===== config.mk =====
export PLATFORM = sky130hd
export DESIGN_NAME = ring_osc_freq_meter_flat
export DESIGN_NICKNAME = d
export VERILOG_FILES = /design/src/rtl/ring_osc_pkg.sv /design/src/rtl/ring_osc_freq_meter_if.sv /design/src/rtl/osc_edge_sync.sv /design/src/rtl/ring_osc_freq_meter.sv /design/src/flat_wrapper.sv
export SDC_FILE = /design/constraint.sdc
export NUM_CORES = 1
export LEC_CHECK = 0
export ABC_AREA = 1
export CAP_MARGIN = 10
export CORE_MARGIN = 10
export CORE_UTILIZATION = 52
export DETAILED_ROUTE_END_ITERATION = 10
export GPL_TIMING_DRIVEN = 0
export PLACE_DENSITY = 0.76
export RECOVER_POWER = 100
export SYNTH_ARGS = -nofsm -noshare
export SYNTH_HDL_FRONTEND = slang
export SYNTH_SLANG_ARGS = --single-unit

===== constraint.sdc =====
create_clock -name clk -period 1.57 [get_ports clk]
set_clock_uncertainty 0.15 [all_clocks]
set_input_delay 0.157 -clock clk [delete_from_list [all_inputs] [get_ports clk]]
set_output_delay 0.157 -clock clk [all_outputs]
set_load 0.01 [all_outputs]

===== src/rtl/ring_osc_pkg.sv =====
// rtl/ring_osc_pkg.sv - shared state type and default sizing for the ring-oscillator meter
package ring_osc_pkg;

    typedef enum logic [1:0] {
        IDLE = 2'd0,
        ARM  = 2'd1,
        GATE = 2'd2,
        HOLD = 2'd3
    } meter_state_e;

    localparam int DEFAULT_GATE_CYCLES = 1024;
    localparam int DEFAULT_CNT_W       = 16;

endpackage


===== src/rtl/ring_osc_freq_meter_if.sv =====
// rtl/ring_osc_freq_meter_if.sv - start/busy control and valid/ready result port of the meter
interface ring_osc_freq_meter_if #(
    parameter int CNT_W = 16
);
    logic             start;
    logic             busy;
    logic             result_valid;
    logic             result_ready;
    logic [CNT_W-1:0] result_count;
    logic             overflow;

    // Consumer side: requests measurements and accepts results
    modport master (
        output start,
        output result_ready,
        input  busy,
        input  result_valid,
        input  result_count,
        input  overflow
    );

    // Meter side
    modport slave (
        input  start,
        input  result_ready,
        output busy,
        output result_valid,
        output result_count,
        output overflow
    );
endinterface


===== src/rtl/osc_edge_sync.sv =====
// rtl/osc_edge_sync.sv - 3-flop synchronizer with rising-edge pulse for an asynchronous oscillator tap
module osc_edge_sync (
    input  logic clk,
    input  logic rst_n,
    input  logic async_in,
    output logic rise
);
    // sync_q[0]/[1] are the metastability stages, sync_q[2] is the delayed copy for edge detection
    logic [2:0] sync_q;
    logic [2:0] sync_d;

    // Shift the raw input one stage per clock
    always_comb begin
        sync_d = {sync_q[1:0], async_in};
    end

    // Synchronizer register chain
    always_ff @(posedge clk or negedge rst_n) begin
        if (!rst_n) begin
            sync_q <= 3'b000;
        end else begin
            sync_q <= sync_d;
        end
    end

    assign rise = sync_q[1] & ~sync_q[2];

endmodule


===== src/rtl/ring_osc_freq_meter.sv =====
// rtl/ring_osc_freq_meter.sv - counts oscillator rising edges over a fixed gate window of clk cycles
module ring_osc_freq_meter
    import ring_osc_pkg::*;
#(
    parameter int GATE_CYCLES = DEFAULT_GATE_CYCLES,
    parameter int CNT_W       = DEFAULT_CNT_W
) (
    input  logic                 clk,
    input  logic                 rst_n,
    input  logic                 osc_in,
    ring_osc_freq_meter_if.slave meter
);
    localparam int             GW        = $clog2(GATE_CYCLES + 1);
    localparam logic [GW-1:0]  GATE_LAST = GW'(GATE_CYCLES - 1);

    logic rise;

    meter_state_e     state_q, state_d;
    logic [CNT_W-1:0] edge_cnt_q, edge_cnt_d;
    logic [GW-1:0]    gate_cnt_q, gate_cnt_d;
    logic [CNT_W-1:0] result_count_q, result_count_d;
    logic             overflow_q, overflow_d;

    osc_edge_sync u_sync (
        .clk      (clk),
        .rst_n    (rst_n),
        .async_in (osc_in),
        .rise     (rise)
    );

    // Next-state, counter and result-register logic
    always_comb begin
        state_d        = state_q;
        edge_cnt_d     = edge_cnt_q;
        gate_cnt_d     = gate_cnt_q;
        result_count_d = result_count_q;
        overflow_d     = overflow_q;

        case (state_q)
            IDLE: begin
                if (meter.start) begin
                    state_d = ARM;
                end
            end
            ARM: begin
                edge_cnt_d     = '0;
                gate_cnt_d     = '0;
                result_count_d = '0;
                overflow_d     = 1'b0;
                state_d        = GATE;
            end
            GATE: begin
                // Saturate rather than wrap so a too-fast oscillator never reads as slow
                if (rise) begin
                    if (&edge_cnt_q) begin
                        overflow_d = 1'b1;
                    end else begin
                        edge_cnt_d = edge_cnt_q + CNT_W'(1);
                    end
                end
                gate_cnt_d = gate_cnt_q + GW'(1);
                if (gate_cnt_q == GATE_LAST) begin
                    result_count_d = edge_cnt_d;
                    state_d        = HOLD;
                end
            end
            HOLD: begin
                if (meter.result_ready) begin
                    state_d = IDLE;
                end
            end
            default: begin
                state_d = IDLE;
            end
        endcase
    end

    // State, counters and result register
    always_ff @(posedge clk or negedge rst_n) begin
        if (!rst_n) begin
            state_q        <= IDLE;
            edge_cnt_q     <= '0;
            gate_cnt_q     <= '0;
            result_count_q <= '0;
            overflow_q     <= 1'b0;
        end else begin
            state_q        <= state_d;
            edge_cnt_q     <= edge_cnt_d;
            gate_cnt_q     <= gate_cnt_d;
            result_count_q <= result_count_d;
            overflow_q     <= overflow_d;
        end
    end

    assign meter.busy         = (state_q == ARM) || (state_q == GATE);
    assign meter.result_valid = (state_q == HOLD);
    assign meter.result_count = result_count_q;
    assign meter.overflow     = overflow_q;

endmodule

===== src/flat_wrapper.sv =====
// flat-port wrapper written by rule: the top's interface ports become plain ports
module ring_osc_freq_meter_flat import ring_osc_pkg::*;
#(
    parameter int GATE_CYCLES = DEFAULT_GATE_CYCLES,
    parameter int CNT_W       = DEFAULT_CNT_W
)
  (clk, rst_n, osc_in, meter_start, meter_result_ready, meter_busy, meter_result_valid, meter_result_count, meter_overflow);
  ring_osc_freq_meter_if #(.CNT_W(CNT_W)) meter_i ();
  input  logic clk;
  input  logic rst_n;
  input  logic osc_in;
  input wire logic [$bits(meter_i.start)-1:0] meter_start;
  input wire logic [$bits(meter_i.result_ready)-1:0] meter_result_ready;
  output wire logic [$bits(meter_i.busy)-1:0] meter_busy;
  output wire logic [$bits(meter_i.result_valid)-1:0] meter_result_valid;
  output wire logic [$bits(meter_i.result_count)-1:0] meter_result_count;
  output wire logic [$bits(meter_i.overflow)-1:0] meter_overflow;
  assign meter_i.start = meter_start;
  assign meter_i.result_ready = meter_result_ready;
  assign meter_busy = meter_i.busy;
  assign meter_result_valid = meter_i.result_valid;
  assign meter_result_count = meter_i.result_count;
  assign meter_overflow = meter_i.overflow;
  ring_osc_freq_meter #(.GATE_CYCLES(GATE_CYCLES), .CNT_W(CNT_W)) u_core (.clk(clk), .rst_n(rst_n), .osc_in(osc_in), .meter(meter_i));
endmodule

==> flow_summary_export.csv, run 1 <==
group,metric,value,unit
cts,clk_root_buffer_cell,"clkbuf_8",
cts,insertion_delay,0.32,ns
finish,fill_cells,316,
placement,routabilityCongestion,0.919,
pwr,powerDensity,1600,nW/um^2
worst_setup_path,end_kind,"register",
worst_setup_path,cp_cell_sequence,"ha_4 > nand3_4 > nor2_4 > buf_6 > buf_4 > nand2_1 > nand2_1 > nand4_1 > nand2_1",
timing,tightest_slew,0.626,ns
finish,synthToLayoutAreaGrowth,48.4,%
detailed_routing,drt-initial-drc-count,211,
cts,cts_buffer_depth,2,
logic_synthesis,synth_ff_type,"dfrtp_1",
timing,relSlewSlack,58.3,%
logic_synthesis,post_synth.cell_area_avg,7.52,sq um
worst_setup_path,critPathMostFrequentCell,"nand2_1",
min_path,hold_path.class,"reg -> reg",
logic_synthesis,postSynthCellCount,359,
detailed_routing,first_pass_iters,7,
cts,cts_tree,"yes",
worst_setup_path,crit_fanout,3,
logic_synthesis,synth_edf_count,0,
worst_setup_path,cp_top_family,"simple AND/OR/NAND/NOR gates",
worst_setup_path,crit_buf_inv,2,
worst_setup_path,worstPathArrival,1.86,ns
timing,fin_crit_sh,112,%
floorplan,core_area,5070,sq um
floorplan,die_area,8470,sq um
timing,fin_ws,-0.183,ns
finish,seqCellArea,1230,sq um
floorplan,ios,24,
logic_synthesis,synth_seq_cells,49,
finish,multiInputGateArea,1640,sq um
finish,utilization,78.9,%
worst_setup_path,slowest_delay,0.43,ns
logic_synthesis,synthesis.area,2700,sq um
finish,layout-drive-gt1-share,38.5,%
logic_synthesis,synth.top_cell.area_share,45.4,%
global_routing,antenna_found_initial,0,
timing,setup_viol,39,
timing,hold_ws,0.207,ns
global_routing,grt_pass1_vias,2733,
status,violations,"negative setup slack",
detailed_routing,ant_nets,0,
logic_synthesis,yosys.area.top_type,"dfrtp_1",
floorplan,fp.dieH,92.0,um
cts,clkSlewWorstSetupHoldPaths,0.10,ns
floorplan,die_w,92.0,um
floorplan,row_count,26,
cts,cts_inserted_buffers,5,
placement,io_buffers,23,
detailed_routing,num_vias,2990,
detailed_routing,avgViaCountPerCell,5.82,
logic_synthesis,synth_nets,369,
worst_setup_path,crit_slowest_cell,"dfrtp_1",
cts,clock_sinks,49,
pwr,power.leakage,1.89,nW
cts,htree_num_levels,2,
logic_synthesis,ys_types,36,
logic_synthesis,yosysSeqAreaShare,45.4,%
placement,place_worst_setup_slack,-0.243,ns
logic_synthesis,synth_async_sr_flop_share,100,%
worst_setup_path,path_class,"reg -> reg",
global_routing,grt_usage,17.6,%
detailed_routing,wirelength,9140,um
logic_synthesis,ys_warn_count,0,
pwr,irDropWorstVdd,1150,uV
run,drv_cap,0,
global_routing,grt_start_max_net_pins,26,
timing,fmax,570,MHz
detailed_routing,wl_per_cell,17.8,um
detailed_routing,drc_errors,0,
logic_synthesis,yosys-top-cells-area,"dfrtp_1 (45%), nand2_1 (18%), nand4_1 (6.0%)",
worst_setup_path,worstSetupStartpointType,"register",
finish,diodes,0,
floorplan,initial_core_util,53.2,%
worst_setup_path,required,1.67,ns
status,status,"finished with violations",
timing,min_period,1.75,ns
global_routing,grt-ovfl-total,0,
placement,hpwl,4570,um
timing,grt_setup_unrepaired,"yes",
finish,nNetsFinal,453,
timing,timing_hold_violations_final,0,
global_routing,grt_pass1_wl,12400,um
timing,slew_violations,0,
==> what timing repair did <==
item / in CTS / in global routing
hold endpoints to repair: 24 / 0
endpoints found under the setup margin: 46 / 50
gates resized for setup: 61 / 87
hold buffers: 1 / 0
setup buffers: 32 / 20
pin swaps: 24 / 32
cloned: 1 / 0
==> synth_stat cells (2+ instances only) <==
library cell	instances
inv_2	5
a21oi_1	7
nor2_1	26
a31oi_1	2
buf_1	3
nand2_2	2
inv_1	30
nand4_1	26
nor2_4	2
nand3_1	27
nor2_2	4
dfrtp_1	49
nand2_1	130
clkbuf_1	3
o21ai_1	2
nand3_2	2
nand4_2	2
nor3_1	3
buf_2	3
o21ai_0	10
and2_1	2
ha_1	5
==> metrics by stage <==
step	TNS, ns	power, W	cells	instance area, sq um
final	-2.98	0.00641	514	4000
after global routing	-6.34	0.00669	514	4000
after global placement	-64.24	0.00390	452	3040
after detailed placement	-7.20	0.00394	453	3050
after floorplan	0	0.00311	359	2720
after CTS	-0.699	0.00585	494	3600
==> cell type report <==
| class | instances | share of cell area [%] |
|---|---|---|
| Timing Repair Buffer | 77 | 16.6 |
| Sequential cell | 49 | 30.7 |
| Multi-Input combinational cell | 263 | 40.9 |
| Inverter | 36 | 3.69 |
| Buffer | 11 | 2.97 |
| Clock inverter | 1 | 0.750 |
| Clock buffer | 7 | 2.16 |
| Tap cell | 70 | 2.19 |
==> logic make-up (layout without fill, tap and decap cells) <==
family,count (synthesis),after routing,share of synthesized area (%)
DFF,49,49,45.4
adders and majority gates,5,5,2.32
and+or+nand+nor,229,229,38.5
buffers and inverters,47,132,7.28
AOI/OAI and AO/OA,27,27,5.80
xor gates and xnor gates,2,2,0.649
==> sequential cells by signal, indices dropped and copies added, names as in the netlist <==
name and flops:
u_core.meter.overflow 1, u_core.gate_cnt_q 11, u_core.u_sync.sync_q 3, u_core.state_q 2
u_core.edge_cnt_q 16, u_core.meter.result_count 16
==> per-layer routing <==
layer  vias up  GRT usage, %  wire (um)
li1       1343             -          -
met1      1430          20.4       3390
met2       169          29.2       4540
met3        48          4.81        764
met4         0          8.48        449
met5         -             0          0
==> power by group <==
| group | internal (W) | switching (W) | total, W |
|---|---|---|---|
| clock network | 0.000520 | 0.000439 | 0.000959 |
| registers | 0.00148 | 0.000196 | 0.00168 |
| logic | 0.00164 | 0.00213 | 0.00378 |
| total | 0.00365 | 0.00277 | 0.00641 |
==> cell usage in the layout, fill, tap and decap left out, types with 3 or more instances in the layout <==
master           instances
clkdlybuf4s50_1         15
nand3_4                  3
nand2_2                 22
clkdlybuf4s25_1          3
a21oi_1                  5
nand2_1                107
nand3_2                 16
buf_4                   47
nand2_4                  4
clkbuf_8                 7
o21ai_1                  6
dfrtp_1                 45
nor2_2                   9
nand4_1                 26
inv_1                   24
nor2_4                  14
nor3_1                   3
dfrtp_2                  4
ha_4                     3
buf_6                   13
o21ai_0                  4
nand3_1                 10
inv_2                    9
nor2_1                   9
==> final timing paths <==
kind | from | end | slack [ns] | cells after the start
worst max-delay path | u_core.edge_cnt_q[0] | u_core.meter.result_count[4] | -0.18 | 9
max in group asynchronous | rst_n | u_core.edge_cnt_q[1] | 0.16 | 3
min in group asynchronous | rst_n | u_core.u_sync.sync_q[1] | 0.23 | 2
worst max register to register | u_core.edge_cnt_q[0] | u_core.meter.result_count[4] | -0.18 | 9
worst min register to register | u_core.u_sync.sync_q[0] | u_core.u_sync.sync_q[1] | 0.21 | 0
worst min-delay path | u_core.u_sync.sync_q[0] | u_core.u_sync.sync_q[1] | 0.21 | 0
No activity file was read; power rests on OpenSTA's default activity.
==> run 2: changes to the inputs <==
--- a/config.mk
+++ b/config.mk
@@ -8,10 +8,10 @@
 export ABC_AREA = 1
 export CAP_MARGIN = 10
 export CORE_MARGIN = 10
-export CORE_UTILIZATION = 52
+export CORE_UTILIZATION = 55
 export DETAILED_ROUTE_END_ITERATION = 10
 export GPL_TIMING_DRIVEN = 0
-export PLACE_DENSITY = 0.76
+export PLACE_DENSITY = 0.77
 export RECOVER_POWER = 100
 export SYNTH_ARGS = -nofsm -noshare
 export SYNTH_HDL_FRONTEND = slang
==> constraint.sdc (replaced) <==
create_clock -name clk -period 2.2 [get_ports clk]
set_clock_uncertainty 0.15 [all_clocks]
set_input_delay 0.22 -clock clk [delete_from_list [all_inputs] [get_ports clk]]
set_output_delay 0.22 -clock clk [all_outputs]
set_load 0.01 [all_outputs]
==> run 2 against run 1 <==
The run now ends clean; critical path depth fell by 6; worst setup slack improved by 0.31 ns; via count fell by 19%; utilization fell by 14 points; sequential share of layout area rose by 8.7 points; first-iteration DRC count rose by 1.9%; critical path type is now reg -> out; critical endpoint is now meter_busy; largest power group unchanged.
==> flow_summary_export.csv, run 2 (same netlist as run 1, synthesis figures left out) <==
group,metric,value,unit
timing,tightest_slew,1.04,ns
finish,nNetsFinal,401,
timing,min_period,2.08,ns
global_routing,antenna_found_initial,0,
detailed_routing,num_vias,2421,
cts,htree_num_levels,2,
worst_setup_path,crit_buf_inv,2,
global_routing,grt-ovfl-total,0,
worst_setup_path,cp_top_family,"buffers and inverters",
timing,grt_setup_unrepaired,"no",
detailed_routing,drc_errors,0,
min_path,whs_endpoint,"u_core.u_sync.sync_q[1]",
min_path,min_delay_path_depth,0,
timing,fmax,481,MHz
worst_setup_path,path_class,"reg -> out",
worst_setup_path,r2r-end,"u_core.meter.result_count[15]",
detailed_routing,drt-initial-drc-count,215,
finish,fill_cells,442,
finish,finalNonFillerCells,458,
global_routing,grt_pass1_wl,10600,um
cts,cts_inserted_buffers,5,
worst_setup_path,cp_cell_sequence,"inv_1 > ha_2 > clkdlybuf4s50_1",
pwr,power.leakage,1.54,nW
floorplan,initial_core_util,56.8,%
cts,clock_sinks,49,
floorplan,core_area,4750,sq um
detailed_routing,first_pass_iters,5,
worst_setup_path,rrSetupSlack,0.14,ns
detailed_routing,wirelength,6190,um
global_routing,grt_pass1_vias,2285,
pwr,comb_power_share,46.9,%
placement,hpwl,4510,um
worst_setup_path,slowest_delay,0.56,ns
timing,relSlewSlack,31.0,%
timing,hold_ws,0.220,ns
worst_setup_path,crit_slowest_cell,"clkdlybuf4s50_1",
cts,insertion_delay,0.30,ns
placement,routabilityCongestion,0.893,
timing,slew_violations,0,
min_path,min_from,"u_core.u_sync.sync_q[0]",
detailed_routing,avgViaCountPerCell,5.29,
global_routing,grt_start_max_net_pins,32,
finish,layout_common_cells,"nand2_1 (130), dfrtp_1 (49), inv_1 (33)",
cts,clkSlewWorstSetupHoldPaths,0.09,ns
timing,timing_hold_violations_final,0,
pwr,seq_power_share,36.5,%
worst_setup_path,required,1.83,ns
worst_setup_path,end_kind,"output port",
timing,setup_viol,0,
finish,diodes,0,
status,status,"finished clean",
cts,clk_root_buffer_cell,"clkbuf_8",
finish,layout_commonest_cell,"nand2_1",
pwr,p_clk_share,16.6,%
floorplan,fp.dieH,90.1,um
detailed_routing,ant_nets,0,
cts,cts_buffer_depth,2,
pwr,powerDensity,1050,nW/um^2
global_routing,grt_usage,15.4,%
worst_setup_path,r2r-start,"u_core.edge_cnt_q[0]",
worst_setup_path,crit_fanout,6,
finish,layout-drive-gt1-share,7.16,%
floorplan,die_area,8110,sq um
min_path,hold_path.class,"reg -> reg",
finish,synthToLayoutAreaGrowth,15.1,%
floorplan,ios,24,
cts,cts_tree,"yes",
worst_setup_path,rr_worst_depth,9,
placement,io_buffers,23,
worst_setup_path,worstPathArrival,1.71,ns
timing,fin_crit_sh,94.4,%
pwr,p_int,0.00178,W
pwr,irDropWorstVdd,572,uV
floorplan,row_count,25,
worst_setup_path,worstSetupStartpointType,"register",
detailed_routing,wl_per_cell,13.5,um
pwr,swShare,45.2,%
pwr,switchingPower,0.00147,W
placement,dpl.cell_count,450,
run,drv_cap,0,
floorplan,die_w,90.1,um
run 2: changes by cell type in the layout (fill, tap and decap cells not counted), moves of 15 or more:
cell           previous run  this run
buf_4                    47         1
dlygate4sd3_1             2        20
nand2_1                 107       130
nand2_2                  22         2
nand3_1                  10        28
nand3_2                  16         1
nor2_1                    9        27
run 2: cell type report:
| class | count | area [sq um] | share of cell area [%] |
|---|---|---|---|
| multi-input cells | 263 | 1260 | 40.5 |
| flip-flops and latches | 49 | 1230 | 39.5 |
| repair buffers | 25 | 254 | 8.18 |
| inverters | 36 | 140 | 4.51 |
| clock buffers | 7 | 86.3 | 2.78 |
| well taps | 67 | 83.8 | 2.70 |
| plain buffers | 11 | 57.6 | 1.85 |
run 2: how the worst max path moves through the flow:
stage                 startpoint                            to  slack (ns)  cells past startpoint
6_report       u_core.state_q[1]                    meter_busy        0.12                      3
3_5_place_dp   u_core.state_q[1]          u_core.edge_cnt_q[8]        0.12                      6
2_1_floorplan  u_core.state_q[1]          u_core.gate_cnt_q[6]        0.46                      6
3_3_place_gp               rst_n  u_core.meter.result_count[2]       -0.60                      1
4_1_cts        u_core.state_q[1]                    meter_busy        0.04                      3
5_1_grt        u_core.state_q[1]                    meter_busy        0.02                      3
run 2: timing repair:
| item | in CTS | in global routing |
|---|---|---|
| setup endpoints to repair | 0 | 9 |
| endpoints found under the hold margin | 18 | 0 |
| buffers inserted | 0 | 0 |
| hold buffers | 1 | 0 |
| resized for setup | 0 | 2 |
run 2: power groups by stage:
stage	logic (W)	registers, W	clock network [W]
after floorplan	0.000964	0.00121	0
after global placement	0.00152	0.00120	0
after detailed placement	0.00154	0.00121	0
after CTS	0.00156	0.00119	0.000549
after global routing	0.00169	0.00121	0.000582
final	0.00153	0.00119	0.000539
run 2: per-stage QoR:
| step | setup WS, ns | setup TNS [ns] | area (sq um) | power, W | utilization (%) |
|---|---|---|---|---|---|
| after CTS | 0.0397 | 0 | 3120 | 0.00330 | 65.7 |
| after detailed placement | 0.115 | 0 | 3030 | 0.00275 | 63.7 |
| final | 0.123 | 0 | 3110 | 0.00325 | 65.3 |
| after global placement | -0.598 | -29.14 | 3010 | 0.00273 | 63.4 |
| after global routing | 0.0225 | 0 | 3110 | 0.00349 | 65.3 |
| after floorplan | 0.462 | 0 | 2700 | 0.00217 | - |
run 2: per-layer routing:
metal	track usage (%)	up-vias	part of all wire (%)	wire length (um)
li1	-	1234	-	-
met2	24.9	55	47	2920
met5	0	-	0	0
met4	5.31	0	1.6	97
met1	19.5	1122	46	2850
met3	3.82	10	5.4	332
==> run 3: changes to the inputs <==
--- a/config.mk
+++ b/config.mk
@@ -10,6 +10,7 @@
 export CORE_MARGIN = 10
 export CORE_UTILIZATION = 55
 export DETAILED_ROUTE_END_ITERATION = 10
+export GPL_ROUTABILITY_DRIVEN = 0
 export GPL_TIMING_DRIVEN = 0
 export PLACE_DENSITY = 0.77
 export RECOVER_POWER = 100
==> results of run 3 <==
Final layout, timing and power as in run 2 (identical DEF).
